### src/rtl/mips_pkg.sv
// mips_pkg: opcodes, FSM state encodings and datapath mux codes for the multicycle MIPS control
package mips_pkg;
  localparam logic [5:0] OP_R    = 6'h00;
  localparam logic [5:0] OP_LW   = 6'h23;
  localparam logic [5:0] OP_SW   = 6'h2B;
  localparam logic [5:0] OP_BEQ  = 6'h04;
  localparam logic [5:0] OP_ADDI = 6'h08;
  localparam logic [5:0] OP_J    = 6'h02;
  localparam logic [1:0] ALUOP_ADD   = 2'b00;
  localparam logic [1:0] ALUOP_SUB   = 2'b01;
  localparam logic [1:0] ALUOP_FUNCT = 2'b10;
  localparam logic [1:0] SRCB_B    = 2'b00;
  localparam logic [1:0] SRCB_4    = 2'b01;
  localparam logic [1:0] SRCB_IMM  = 2'b10;
  localparam logic [1:0] SRCB_IMM2 = 2'b11;
  localparam logic [1:0] PCSRC_ALU    = 2'b00;
  localparam logic [1:0] PCSRC_ALUOUT = 2'b01;
  localparam logic [1:0] PCSRC_JUMP   = 2'b10;
  typedef enum logic [3:0] {
    S_FETCH   = 4'd0,
    S_DECODE  = 4'd1,
    S_MEMADR  = 4'd2,
    S_MEMRD   = 4'd3,
    S_MEMWB   = 4'd4,
    S_MEMWR   = 4'd5,
    S_EXECUTE = 4'd6,
    S_ALUWB   = 4'd7,
    S_BRANCH  = 4'd8,
    S_ADDIEX  = 4'd9,
    S_ADDIWB  = 4'd10,
    S_JUMP    = 4'd11
  } state_e;
endpackage

### src/rtl/multicycle_control_if.sv
// multicycle_control_if: controller <-> datapath/memory strobes and status
interface multicycle_control_if #(parameter int STATE_W = 4);
  logic [5:0]         opcode;
  logic               zero;
  logic               mem_ready;
  logic               pc_en;
  logic               iord;
  logic               mem_read;
  logic               mem_write;
  logic               ir_write;
  logic               reg_dst;
  logic               mem_to_reg;
  logic               reg_write;
  logic               alu_src_a;
  logic [1:0]         alu_src_b;
  logic [1:0]         alu_op;
  logic [1:0]         pc_src;
  logic               illegal_op;
  logic [STATE_W-1:0] state;
  modport master (
    input  opcode, zero, mem_ready,
    output pc_en, iord, mem_read, mem_write, ir_write, reg_dst, mem_to_reg,
           reg_write, alu_src_a, alu_src_b, alu_op, pc_src, illegal_op, state
  );
  modport slave (
    output opcode, zero, mem_ready,
    input  pc_en, iord, mem_read, mem_write, ir_write, reg_dst, mem_to_reg,
           reg_write, alu_src_a, alu_src_b, alu_op, pc_src, illegal_op, state
  );
endinterface

### src/rtl/multicycle_control.sv
// multicycle_control: main FSM sequencing fetch/decode/execute/memory/writeback for the multicycle MIPS
module multicycle_control
  import mips_pkg::*;
#(
  parameter bit MEM_HANDSHAKE = 1'b1,
  parameter int STATE_W       = 4
) (
  input logic                  clk,
  input logic                  reset,
  multicycle_control_if.master bus
);
  state_e r_state, w_next;
  logic   w_rdy, w_legal, w_pc_write, w_branch, w_ir_write, w_mem_read, w_mem_write, w_reg_write;
  assign w_rdy   = MEM_HANDSHAKE ? bus.mem_ready : 1'b1;
  assign w_legal = bus.opcode inside {OP_R, OP_LW, OP_SW, OP_BEQ, OP_ADDI, OP_J};
  always_comb begin
    w_next = S_FETCH;
    case (r_state)
      S_FETCH:   w_next = w_rdy ? S_DECODE : S_FETCH;
      S_DECODE:
        case (bus.opcode)
          OP_LW, OP_SW: w_next = S_MEMADR;
          OP_R:         w_next = S_EXECUTE;
          OP_BEQ:       w_next = S_BRANCH;
          OP_ADDI:      w_next = S_ADDIEX;
          OP_J:         w_next = S_JUMP;
          default:      w_next = S_FETCH;
        endcase
      S_MEMADR:  w_next = (bus.opcode == OP_LW) ? S_MEMRD : S_MEMWR;
      S_MEMRD:   w_next = w_rdy ? S_MEMWB : S_MEMRD;
      S_MEMWR:   w_next = w_rdy ? S_FETCH : S_MEMWR;
      S_EXECUTE: w_next = S_ALUWB;
      S_ADDIEX:  w_next = S_ADDIWB;
      default:   w_next = S_FETCH;
    endcase
  end
  always_ff @(posedge clk)
    r_state <= reset ? S_FETCH : w_next;
  always_comb begin
    w_pc_write     = 1'b0;
    w_branch       = 1'b0;
    w_ir_write     = 1'b0;
    w_mem_read     = 1'b0;
    w_mem_write    = 1'b0;
    w_reg_write    = 1'b0;
    bus.iord       = 1'b0;
    bus.reg_dst    = 1'b0;
    bus.mem_to_reg = 1'b0;
    bus.alu_src_a  = 1'b0;
    bus.alu_src_b  = SRCB_B;
    bus.alu_op     = ALUOP_ADD;
    bus.pc_src     = PCSRC_ALU;
    case (r_state)
      S_FETCH: begin
        w_mem_read    = 1'b1;
        bus.alu_src_b = SRCB_4;
        w_ir_write    = w_rdy;
        w_pc_write    = w_rdy;
      end
      S_DECODE:  bus.alu_src_b = SRCB_IMM2;
      S_MEMADR, S_ADDIEX: begin
        bus.alu_src_a = 1'b1;
        bus.alu_src_b = SRCB_IMM;
      end
      S_MEMRD: begin
        bus.iord   = 1'b1;
        w_mem_read = 1'b1;
      end
      S_MEMWB: begin
        w_reg_write    = 1'b1;
        bus.mem_to_reg = 1'b1;
      end
      S_MEMWR: begin
        bus.iord    = 1'b1;
        w_mem_write = 1'b1;
      end
      S_EXECUTE: begin
        bus.alu_src_a = 1'b1;
        bus.alu_op    = ALUOP_FUNCT;
      end
      S_ALUWB: begin
        w_reg_write = 1'b1;
        bus.reg_dst = 1'b1;
      end
      S_BRANCH: begin
        bus.alu_src_a = 1'b1;
        bus.alu_op    = ALUOP_SUB;
        bus.pc_src    = PCSRC_ALUOUT;
        w_branch      = 1'b1;
      end
      S_ADDIWB:  w_reg_write = 1'b1;
      S_JUMP: begin
        bus.pc_src = PCSRC_JUMP;
        w_pc_write = 1'b1;
      end
      default: ;
    endcase
  end
  // side-effecting strobes are suppressed while reset is held, whatever the state
  assign bus.pc_en      = !reset && (w_pc_write || (w_branch && bus.zero));
  assign bus.ir_write   = !reset && w_ir_write;
  assign bus.mem_read   = !reset && w_mem_read;
  assign bus.mem_write  = !reset && w_mem_write;
  assign bus.reg_write  = !reset && w_reg_write;
  assign bus.illegal_op = !reset && (r_state == S_DECODE) && !w_legal;
  assign bus.state      = STATE_W'(r_state);
endmodule

### src/flat_wrapper.sv
// flat-port wrapper written by rule: the top's interface ports become plain ports
module multicycle_control_flat import mips_pkg::*;
#(
  parameter bit MEM_HANDSHAKE = 1'b1,
  parameter int STATE_W       = 4
)
  (clk, reset, bus_opcode, bus_zero, bus_mem_ready, bus_pc_en, bus_iord, bus_mem_read, bus_mem_write, bus_ir_write, bus_reg_dst, bus_mem_to_reg, bus_reg_write, bus_alu_src_a, bus_alu_src_b, bus_alu_op, bus_pc_src, bus_illegal_op, bus_state);
  multicycle_control_if #(.STATE_W(STATE_W)) bus_i ();
  input logic clk;
  input logic reset;
  input wire logic [$bits(bus_i.opcode)-1:0] bus_opcode;
  input wire logic [$bits(bus_i.zero)-1:0] bus_zero;
  input wire logic [$bits(bus_i.mem_ready)-1:0] bus_mem_ready;
  output wire logic [$bits(bus_i.pc_en)-1:0] bus_pc_en;
  output wire logic [$bits(bus_i.iord)-1:0] bus_iord;
  output wire logic [$bits(bus_i.mem_read)-1:0] bus_mem_read;
  output wire logic [$bits(bus_i.mem_write)-1:0] bus_mem_write;
  output wire logic [$bits(bus_i.ir_write)-1:0] bus_ir_write;
  output wire logic [$bits(bus_i.reg_dst)-1:0] bus_reg_dst;
  output wire logic [$bits(bus_i.mem_to_reg)-1:0] bus_mem_to_reg;
  output wire logic [$bits(bus_i.reg_write)-1:0] bus_reg_write;
  output wire logic [$bits(bus_i.alu_src_a)-1:0] bus_alu_src_a;
  output wire logic [$bits(bus_i.alu_src_b)-1:0] bus_alu_src_b;
  output wire logic [$bits(bus_i.alu_op)-1:0] bus_alu_op;
  output wire logic [$bits(bus_i.pc_src)-1:0] bus_pc_src;
  output wire logic [$bits(bus_i.illegal_op)-1:0] bus_illegal_op;
  output wire logic [$bits(bus_i.state)-1:0] bus_state;
  assign bus_i.opcode = bus_opcode;
  assign bus_i.zero = bus_zero;
  assign bus_i.mem_ready = bus_mem_ready;
  assign bus_pc_en = bus_i.pc_en;
  assign bus_iord = bus_i.iord;
  assign bus_mem_read = bus_i.mem_read;
  assign bus_mem_write = bus_i.mem_write;
  assign bus_ir_write = bus_i.ir_write;
  assign bus_reg_dst = bus_i.reg_dst;
  assign bus_mem_to_reg = bus_i.mem_to_reg;
  assign bus_reg_write = bus_i.reg_write;
  assign bus_alu_src_a = bus_i.alu_src_a;
  assign bus_alu_src_b = bus_i.alu_src_b;
  assign bus_alu_op = bus_i.alu_op;
  assign bus_pc_src = bus_i.pc_src;
  assign bus_illegal_op = bus_i.illegal_op;
  assign bus_state = bus_i.state;
  multicycle_control #(.MEM_HANDSHAKE(MEM_HANDSHAKE), .STATE_W(STATE_W)) u_core (.clk(clk), .reset(reset), .bus(bus_i));
endmodule
### config.mk
export PLATFORM = sky130hd
export DESIGN_NAME = multicycle_control_flat
export DESIGN_NICKNAME = d
export VERILOG_FILES = /design/src/rtl/mips_pkg.sv /design/src/rtl/multicycle_control_if.sv /design/src/rtl/multicycle_control.sv /design/src/flat_wrapper.sv
export SDC_FILE = /design/constraint.sdc
export NUM_CORES = 1
export LEC_CHECK = 0
export ABC_AREA = 1
export BUFFER_PORTS_ARGS = -buffer_cell sky130_fd_sc_hd__buf_2
export CORE_AREA = 2 2 39 41
export DETAILED_ROUTE_END_ITERATION = 12
export DIE_AREA = 0 0 41 43
export MAX_ROUTING_LAYER = met4
export PLACE_DENSITY = 0.72
export SLEW_MARGIN = 20
export SYNTH_ARGS = -nofsm -noshare
export SYNTH_HDL_FRONTEND = slang
export SYNTH_SLANG_ARGS = --single-unit
### constraint.sdc
create_clock -name clk -period 1.3 [get_ports clk]
set_input_delay 0.065 -clock clk [delete_from_list [all_inputs] [get_ports clk]]
set_output_delay 0.065 -clock clk [all_outputs]
set_load 0.02 [all_outputs]
==> reports/qor.csv <==
stage,metric,value,unit
routing,first-pass detailed-route iteration total,4,
worst_setup_path,WS Path Type,reg2out,
hold_path,worst hold-check path type,in2reg,
worst_setup_path,worst-path cell chain,"nor2_4, inv_2, nor2_4, nand2_2, a31oi_2, buf_4",
placed_design,routability congestion estimate,0.796,
timing,Worst Skew,4.81,ps
hold_path,WHS Path Cells,2,
cells_and_area,Final Cell Area,779,sq um
synth,Synth top area share,0.182,
synth,Mapped Avg Cell Area,5.00,sq um
die,num rows,14,
die,total die area,1760,sq um
cells_and_area,synthesis-to-finish area growth,51.2,%
global_route,total global routing overflow,0,
global_route,All-Layer GR Usage,0.186,
routing,post-DR wirelength/cell,9.40,um
timing,Pins Over Slew Limit,0,
timing,Final Hold Viols,0,
worst_setup_path,R2R Setup Slk,180,ps
placed_design,Post-DP Area,688,sq um
worst_setup_path,"Req. time, crit path",1240,ps
worst_setup_path,FF-to-FF path depth,8,
synth,number of synthesized flops with an enable pin,0,
placed_design,# port buffers,29,
global_route,vias in the first global route,623,
routing,DR iter-0 viols,9,
worst_setup_path,Critical Path Start Type,register,
worst_setup_path,reg2reg end,u_core.bus.state[2]$_SDFF_PP0_,
routing,final WL,1410,um
worst_setup_path,CP dominant cell by count,nor2_4,
synth,Synth area leader,nand2_1,
worst_setup_path,Crit-path slowest cell,dfxtp_4,
routing,# DRC,0,
routing,DR vias,706,
placed_design,hpwl dp,1160,um
cts,H-tree Lvls,1,
worst_setup_path,CP Capture Type,primary output,
die,total core area,1380,sq um
timing,hold_ws,126,ps
die,Die Y,43,um
synth,leading cell types by count after synthesis,"nand2_1 (25), inv_1 (18), nor2_1 (18), nand3_1 (12)",
pwr,Leak Pwr,0.493,nW
pwr,total power,0.445,mW
cts,root buf cell,clkbuf_4,
run_status,status,finished with violations,
synth,register bit total from synthesis,4,
die,initial core utilization,0.373,
run_status,violated checks,setup timing,
routing,post-route ant nets,0,
die,I/O pin count,30,
cts,CTS tree,done,
worst_setup_path,slowest cell delay on critical path,360,ps
synth,register area share after synthesis,0.155,
synth,ranking of synthesized cells by area,"nand2_1 (18%), dfxtp_1 (16%), inv_1 (13%)",
cts,Clock Tree Buf Depth,2,
global_route,pin count of the biggest net entering global routing,10,
cells_and_area,fillcell total,147,
pwr,pwr/cell area,571,nW/um^2
timing,worst setup margin,-38.0,ps
worst_setup_path,peak fanout along the critical path,5,
timing,Tightest Pin Transition,265,ps
synth,Post-Syn Instances,103,
timing,fin crit period,1340,ps
cts,clock slew seen by the registers of the worst setup and hold paths,40,ps
timing,Tcrit/Tclk final,1.03,
synth,Cell variety after synth,18,
timing,Setup-failing EPs final,2,
cts,CTS Sinks,4,
cts,hold_buf cts,0,
cells_and_area,max FFs per register,4,
cts,Clock Latency Late Sink,240,ps
global_route,initial antenna violation count,0,
placed_design,DP Cell Count,146,
pwr,worst IR drop on VDD,0.319,mV
run,Max Cap Viol,0,
synth,Post-synth top flop,dfxtp_1,
synth,Post-synth ARST share,0,
worst_setup_path,RR Startpoint,u_core.bus.state[1]$_SDFF_PP0_,
cells_and_area,fin nets,146,
worst_setup_path,"Arr. time, crit path",1270,ps
synth,Yosys warnings,0,
cells_and_area,share of cells above drive strength 1,0.463,
die,chip width,41,um
cells_and_area,# diodes,0,
timing,setup TNS,-41.0,ps
synth,Post-Syn Area,515,sq um
cts,CTS Buf Count,3,
synth,syn_nets,113,
timing,normalized max-slew margin,0.823,
global_route,first-pass GRT wire length,2260,um
synth,top-count cell post-synth,nand2_1,
timing,RSZ-0062 raised after global routing,yes,
routing,Vias/cell,4.71,
worst_setup_path,CP endpoint,bus_pc_en,
timing,fmax,0.747,GHz
worst_setup_path,Worst Setup SP,u_core.bus.state[0]$_SDFF_PP0_,
cells_and_area,Non-Filler Instances,150,
## power breakdown
group          leakage (nW)  internal (mW)  switching (mW)
logic                 0.444         0.0574           0.101
registers            0.0353          0.124         0.00746
clock network        0.0138          0.103          0.0519
## through the flow
stage / setup slack [ps] / utilization
global placement: 53.2 / 0.497
finish: -38.0 / 0.563
CTS: -24.8 / 0.545
global route: -137 / 0.563
detailed placement: 56.3 / 0.497
floorplan: 6.16 / -
## worst min path at each step
stage	slack, ps	from	endpoint
after global routing	160	reset	u_core.bus.state[1]$_SDFF_PP0_
after global placement	370	reset	u_core.bus.state[1]$_SDFF_PP0_
after floorplan	290	bus_mem_ready	u_core.bus.state[2]$_SDFF_PP0_
final	130	reset	u_core.bus.state[1]$_SDFF_PP0_
after CTS	120	reset	u_core.bus.state[1]$_SDFF_PP0_
after detailed placement	380	reset	u_core.bus.state[1]$_SDFF_PP0_
## critical path: cells and delay by family (launching register included)
| kind | cells | cell delay (ps) |
|---|---|---|
| flops | 1 | 360 |
| compound gates | 1 | 110 |
| simple gates | 3 | 330 |
| buf+inv | 2 | 230 |
## timing repair
| action | 4_1_cts | 5_1_grt |
|---|---|---|
| pin swaps | 2 | 1 |
| resized for setup | 16 | 8 |
| buffers inserted | 1 | 0 |
| setup endpoints to repair | 10 | 8 |
| endpoints found under the hold margin | 0 | 0 |
## cells in the final DEF (no fill, tap or decap), types with 2 or more instances in the layout
master,synthesis,final
inv_2,5,6
buf_2,0,25
nand3_1,12,11
o21ai_1,3,3
buf_4,1,4
nor2_4,1,4
nor2_2,5,5
inv_1,18,17
nand2_1,25,19
dfxtp_4,0,3
o21ai_0,2,2
nand2_2,1,7
a21oi_1,3,3
clkbuf_4,0,3
nor2_1,18,15
## kinds of logic (layout without fill, tap and decap cells)
logic type,Yosys count,count (layout),share of synthesized area
compound gates,10,10,0.104
buf+inv,25,56,0.189
flops,4,4,0.155
simple gates,64,64,0.551
## area by class of cell
| class | instances | area [sq um] | share of cell area |
|---|---|---|---|
| timing repair buffer | 30 | 166 | 0.213 |
| inverter | 23 | 86.3 | 0.111 |
| multi-input combinational | 74 | 392 | 0.502 |
| sequential | 4 | 92.6 | 0.119 |
| tap | 16 | 20.0 | 0.0257 |
| clock buffer | 3 | 22.5 | 0.0289 |
## routing by layer
metal,vias up,wire length [um],global-route usage
li1,378,-,-
met1,302,530,0.184
met2,23,784,0.347
met3,3,74,0
met4,0,21,0.0800
met5,-,0,-
Note: power is estimated with default switching activity, not from simulation.
